## src/rtl/tx_intr_moderator.sv

```systemverilog
// Transmit interrupt moderation: ICR/IMS/ICS/IMC cause registers plus TIDV/TADV
// delay timers driven by a 1.024 us prescaler tick, producing a registered intr level.
module tx_intr_moderator #(
    parameter int TICK_DIV = 128
) (
    input  logic        clk,
    input  logic        rst,
    input  logic        soft_rst,
    input  logic        wb_valid,
    input  logic        wb_ide,
    input  logic        txqe_evt,
    input  logic        txdlow_evt,
    input  logic        reg_wr,
    input  logic        reg_rd,
    input  logic [15:0] reg_addr,
    input  logic [31:0] reg_wdata,
    output logic [31:0] reg_rdata,
    output logic        reg_rvalid,
    output logic        intr
);

    localparam logic [15:0] ADDR_ICR  = 16'h00C0;
    localparam logic [15:0] ADDR_ICS  = 16'h00C8;
    localparam logic [15:0] ADDR_IMS  = 16'h00D0;
    localparam logic [15:0] ADDR_IMC  = 16'h00D8;
    localparam logic [15:0] ADDR_TIDV = 16'h3820;
    localparam logic [15:0] ADDR_TADV = 16'h382C;
    localparam int          PW        = (TICK_DIV > 1) ? $clog2(TICK_DIV) : 1;

    // Cause bits are kept packed as {TXD_LOW, TXQE, TXDW} and spread to 15/1/0 on read.
    logic [2:0]    r_icr;
    logic [2:0]    r_ims;
    logic [15:0]   r_tidv;
    logic [15:0]   r_tadv;
    logic [15:0]   r_dly;
    logic [15:0]   r_abs;
    logic          r_dly_run;
    logic          r_abs_run;
    logic [PW-1:0] r_presc;

    logic          w_any_rst;
    logic          w_tick;
    logic          w_reload;
    logic          w_immediate;
    logic          w_dly_exp;
    logic          w_abs_exp;
    logic          w_txdw_set;
    logic          w_icr_rd;
    logic          w_icr_wr;
    logic          w_ics_wr;
    logic          w_ims_wr;
    logic          w_imc_wr;
    logic [2:0]    w_wbits;
    logic [2:0]    w_icr_set;
    logic [2:0]    w_icr_clr;
    logic [31:0]   w_rdata;
    logic          w_unused;

    assign w_any_rst   = rst | soft_rst;
    assign w_tick      = (r_presc == PW'(TICK_DIV - 1));
    assign w_reload    = wb_valid & wb_ide & (r_tidv != 16'd0);
    assign w_immediate = wb_valid & (~wb_ide | (r_tidv == 16'd0));
    // A delay reload in the same cycle masks the DLY expiry; ABS expiry is unaffected.
    assign w_dly_exp   = r_dly_run & w_tick & (r_dly == 16'd1) & ~w_reload;
    assign w_abs_exp   = r_abs_run & w_tick & (r_abs == 16'd1);
    assign w_txdw_set  = w_immediate | w_dly_exp | w_abs_exp;

    assign w_icr_rd  = reg_rd & (reg_addr == ADDR_ICR);
    assign w_icr_wr  = reg_wr & (reg_addr == ADDR_ICR);
    assign w_ics_wr  = reg_wr & (reg_addr == ADDR_ICS);
    assign w_ims_wr  = reg_wr & (reg_addr == ADDR_IMS);
    assign w_imc_wr  = reg_wr & (reg_addr == ADDR_IMC);
    assign w_wbits   = {reg_wdata[15], reg_wdata[1], reg_wdata[0]};

    // Set terms are OR-ed after the clear so a simultaneous event always wins.
    assign w_icr_set = {txdlow_evt, txqe_evt, w_txdw_set} | (w_ics_wr ? w_wbits : 3'b000);
    assign w_icr_clr = w_icr_rd ? 3'b111 : (w_icr_wr ? w_wbits : 3'b000);

    always_comb begin
        w_rdata = 32'd0;
        case (reg_addr)
            ADDR_ICR:  w_rdata = {16'd0, r_icr[2], 13'd0, r_icr[1], r_icr[0]};
            ADDR_IMS:  w_rdata = {16'd0, r_ims[2], 13'd0, r_ims[1], r_ims[0]};
            ADDR_TIDV: w_rdata = {16'd0, r_tidv};
            ADDR_TADV: w_rdata = {16'd0, r_tadv};
            default:   w_rdata = 32'd0;
        endcase
    end

    // Upper write-data bits have no storage in any register of this block.
    assign w_unused = ^reg_wdata[31:16] ^ ^reg_wdata[14:2];

    // NOTE: all state updates use non-blocking assignments so every register samples pre-edge values.
    always_ff @(posedge clk) begin
        if (w_any_rst) begin
            r_icr      <= 3'b000;
            r_ims      <= 3'b000;
            r_tidv     <= 16'd0;
            r_tadv     <= 16'd0;
            r_dly      <= 16'd0;
            r_abs      <= 16'd0;
            r_dly_run  <= 1'b0;
            r_abs_run  <= 1'b0;
            r_presc    <= '0;
            reg_rdata  <= 32'd0;
            reg_rvalid <= 1'b0;
            intr       <= 1'b0;
        end else begin
            r_presc    <= w_tick ? '0 : r_presc + PW'(1);
            r_icr      <= (r_icr & ~w_icr_clr) | w_icr_set;
            r_ims      <= (r_ims | (w_ims_wr ? w_wbits : 3'b000)) & ~(w_imc_wr ? w_wbits : 3'b000);
            reg_rvalid <= reg_rd;
            reg_rdata  <= reg_rd ? w_rdata : 32'd0;
            intr       <= |(r_icr & r_ims);

            if (reg_wr && reg_addr == ADDR_TIDV) r_tidv <= reg_wdata[15:0];
            if (reg_wr && reg_addr == ADDR_TADV) r_tadv <= reg_wdata[15:0];

            if (w_reload) begin
                r_dly     <= r_tidv;
                r_dly_run <= 1'b1;
            end else if (w_txdw_set) begin
                r_dly     <= 16'd0;
                r_dly_run <= 1'b0;
            end else if (r_dly_run && w_tick) begin
                r_dly     <= r_dly - 16'd1;
            end

            // A running ABS is never reloaded by later write-backs.
            if (w_txdw_set) begin
                r_abs     <= 16'd0;
                r_abs_run <= 1'b0;
            end else if (w_reload && !r_abs_run && r_tadv != 16'd0) begin
                r_abs     <= r_tadv;
                r_abs_run <= 1'b1;
            end else if (r_abs_run && w_tick) begin
                r_abs     <= r_abs - 16'd1;
            end
        end
    end

endmodule

```

## config.mk

```make
export PLATFORM = sky130hd
export DESIGN_NAME = tx_intr_moderator
export DESIGN_NICKNAME = d
export VERILOG_FILES = /design/src/rtl/tx_intr_moderator.sv
export SDC_FILE = /design/constraint.sdc
export NUM_CORES = 1
export LEC_CHECK = 0
export ABC_AREA = 1
export BUFFER_PORTS_ARGS = -buffer_cell sky130_fd_sc_hd__buf_4
export CAP_MARGIN = 20
export CORE_MARGIN = 3
export CORE_UTILIZATION = 50
export CTS_BUF_LIST = sky130_fd_sc_hd__clkbuf_16
export CTS_CLUSTER_DIAMETER = 50
export DETAILED_ROUTE_END_ITERATION = 8
export GPL_ROUTABILITY_DRIVEN = 1
export PLACE_DENSITY = 0.73
export SLEW_MARGIN = 10
export SYNTH_ARGS = -nofsm -noshare
export SYNTH_HDL_FRONTEND = slang
export SYNTH_SLANG_ARGS = --single-unit
```

## constraint.sdc

```tcl
create_clock -name clk -period 2.1 [get_ports clk]
set_clock_uncertainty 0.05 [all_clocks]
set_input_delay 0.21 -clock clk [delete_from_list [all_inputs] [get_ports clk]]
set_output_delay 0.21 -clock clk [all_outputs]
set_load 0.1 [all_outputs]
```

==> results.md <==
Global route
* **maximum number of pins on one net before global-route repair** 55
* **GR Util All Layers** 21.8%
* **first-pass GRT wire length** 20.6 mm
* **overflow left after global routing** 0
* **initial antenna violation count** 0
* **via count of the first global-routing pass** 4463

Timing
* **Max-slew headroom** 65.1%
* **worst hold slack** 0.0700 ns
* **highest clock frequency the design can meet** 0.506 GHz
* **worst slew pin tran** 0.522 ns
* **Slew Viols, Final** 0
* **final setup vio count** 0
* **Tcrit/Tclk final** 94.2%
* **final number of hold-violating endpoints** 0
* **unrepaired setup endpoints after global routing** false
* **summed negative setup slack over all endpoints** 0 ns
* **final critical delay including setup and external delays** 1.98 ns

Clock network
* **post-CTS setup repair buffer count** 0
* **maximum level of the CTS H-tree** 3
* **Max Root-Sink Buffers** 2
* **buffer type at the clock tree root** clkbuf_16
* **hold_buf cts** 0
* **clock insertion delay at the later pin of the skew report** 0.34 ns
* **clock slew seen by the registers of the worst setup and hold paths** 0.06 ns
* **clock buffer count from CTS** 9
* **number of clock sinks** 97
* **clock tree from TritonCTS** yes

Power
* **power density over the cells** 656 mW/mm²
* **Pwr Total** 3920 µW
* **maximum ir drop on the vdd rail** 440 µV
* **Sequential Power Share** 47.8%
* **clock network power share** 40.9%
* **net switching power figure** 1020 µW
* **cell leakage power** 0.00259 µW
* **Gate power share** 11.3%
* **internal power** 2900 µW
* **Net Sw Frac** 26.0%

Finish
* **final cell count without fillers** 946
* **leading cell type in the layout, fill and taps excluded** nor2_1
* **antenna diode count** 0
* **ratio of cells with drive above 1 in the final layout** 14.5%
* **Core Util, Final** 60.3%
* **Area Growth Syn to Fin** 15.3%
* **count of nets after finishing** 870
* **leading cell types in the layout, fill and taps excluded** 179 x nor2_1, 114 x nand2_1, 97 x dfxtp_1

Critical path
* **flop2flop setup slack** 0.12 ns
* **Setup Crit Path Kind** reg2reg
* **crit end category** register
* **critical-path maximum fanout** 10
* **crit start category** register
* **startpoint of the worst setup timing path** r_presc[0]
* **Worst R2R End** r_abs[14]
* **launching point of the worst reg2reg path** r_presc[0]
* **arrival time of the worst setup path** 2.16 ns
* **logic depth of the worst register-to-register path** 9
* **critical path data required time** 2.28 ns

Yosys
* **total of warnings raised by yosys** 0
* **Netlist Area Pre-Place** 0.00518 mm²
* **Gate Count Post-Synth** 753
* **library cells used by synthesis** 39
* **leading post-synthesis cells by cell area** dfxtp_1 37%, nor2_1 13%, nand2_1 8.3%, inv_1 5.5%, o21ai_0 4.0%
* **Synth top area share** 37.5%
* **largest area contributor in the synthesized netlist** dfxtp_1
* **dominant register cell in the synthesized netlist** dfxtp_1
* **number of enable-type register cells in the synthesized netlist** 0
* **Post-Synthesis Mean Instance Area** 6.88 µm²
* **part of the Yosys area used for sequential elements** 37.5%
* **number of flip-flops and latches in the synthesized netlist** 97
* **fraction of registers with async set/reset** 0%

Min path
* **Hold Path Depth** 3
* **Min-Delay Path Class** in2reg
* **hold path endpoint** r_tidv[7]
* **beginning of the worst hold path** reg_wdata[7]

Placed design
* **dpl hpwl** 9.29 mm
* **global placer's final weighted congestion** 0.901
* **count of placed standard cells including taps** 929
* **number of I/O port buffers** 58

Floorplanning
* **die extent in x** 108 µm
* **io pins** 91
* **die outline area** 0.0116 mm²
* **total core area** 0.00991 mm²
* **number of cell rows** 36
* **die height** 108 µm
* **starting density of the core** 52.3%

Run
* **max-cap check violation count** 0

Route
* **Avg WL per Cell** 13.2 µm
* **total number of vias** 4745
* **number of nets with antenna violations after routing** 0
* **drc violations** 0
* **iteration count of the initial detailed-routing pass** 4
* **routed wire length** 12.5 mm
* **number of DRC markers in iteration 0** 270
* **vias per std cell** 5.02

Run status
* **status** completed

==> synth_stat cells, types with 2 or more instances <==
cell and number:
nor2_2 2, nor2_1 179, nand2_1 114, or2_2 8, o21ai_0 41, nand3_4 3, a21oi_2 6, nor2_4 5
a21o_1 2, nor3_1 22, buf_4 19, buf_2 4, a21oi_1 33, dfxtp_1 97, o22ai_1 10, ha_1 5
or2_0 2, nand4_1 11, xor2_1 20, xnor2_1 5, buf_6 4, nand3_1 23, o211ai_1 2, or2_1 4
o21ai_1 26, inv_1 76, clkbuf_1 10, nand2_2 2, inv_2 3, nand3_2 6
==> kinds of logic (layout without fill, tap and decap cells) <==
logic type / Yosys count / after routing / share of synthesized area, %
other cells: 1 / 16 / 0.0724
flops: 97 / 97 / 37.5
xor+xnor: 25 / 25 / 4.23
buf+inv: 117 / 161 / 10.5
simple gates: 385 / 386 / 33.6
compound gates: 123 / 123 / 12.9
fa+ha+maj: 5 / 5 / 1.21
==> power groups by stage <==
stage          registers [µW]  logic, µW  clock network, µW
2_1_floorplan            1920        341                  0
3_3_place_gp             1910        428                  0
3_5_place_dp             1910        435                  0
4_1_cts                  1870        437               1630
5_1_grt                  1870        483               1690
6_report                 1870        442               1600
==> through the flow <==
step	setup slack (ns)	cell area (µm²)
global route	0.00933	5970
floorplan	0.454	5240
global placement	0.202	5650
finish	0.123	5970
detailed placement	0.142	5650
CTS	0.138	5940
==> routing by layer <==
layer | vias up | part of all wire (%) | GRT usage (%) | wire length (µm)
li1 | 2484 | - | - | -
met3 | 14 | 3.2 | 3.78 | 400
met2 | 93 | 50 | 37.7 | 6210
met4 | 0 | 1.2 | 5.41 | 151
met1 | 2154 | 46 | 28.0 | 5700
met5 | - | 0 | 0 | 0
==> worst max-delay path by stage <==
stage,endpoint,slack (ns),cells past startpoint
finish,r_abs[14],0.12,9
global route,r_dly[5],0.009,10
CTS,r_dly[4],0.14,10
detailed placement,r_dly[4],0.14,10
global placement,r_abs[2],0.20,10
floorplan,r_dly[13],0.45,11
==> state kept, by name, indices dropped and copies added (netlist names) <==
name        cells
r_ims           3
r_dly          16
r_icr           3
reg_rdata      16
r_presc         7
r_tadv         16
r_abs          16
r_abs_run       1
intr            1
reg_rvalid      1
r_tidv         16
r_dly_run       1
==> layout make-up <==
class                   instances  area, µm²
repair buffers                 66        495
well taps                     133        166
flip-flops and latches         97       1940
clock inverters                 7       62.6
inverters                      79        297
fillers                       948       3940
clock buffers                   9        225
multi-input cells             555       2790
==> worst max-delay path, cell delays in order, from the launching register on <==
cell and delay [ns]:
dfxtp_1 0.36, ha_1 0.22, nand3_2 0.12, nor2_4 0.15
nand3_4 0.20, nor2_4 0.19, o21ai_1 0.13, nand3_2 0.17
buf_4 0.20, nor2_1 0.06
==> repair_timing <==
item	in CTS	in global routing
resized for setup	0	4
hold endpoints to repair	0	0
setup endpoints to repair	0	18
Power figures use the tool's default switching activity.
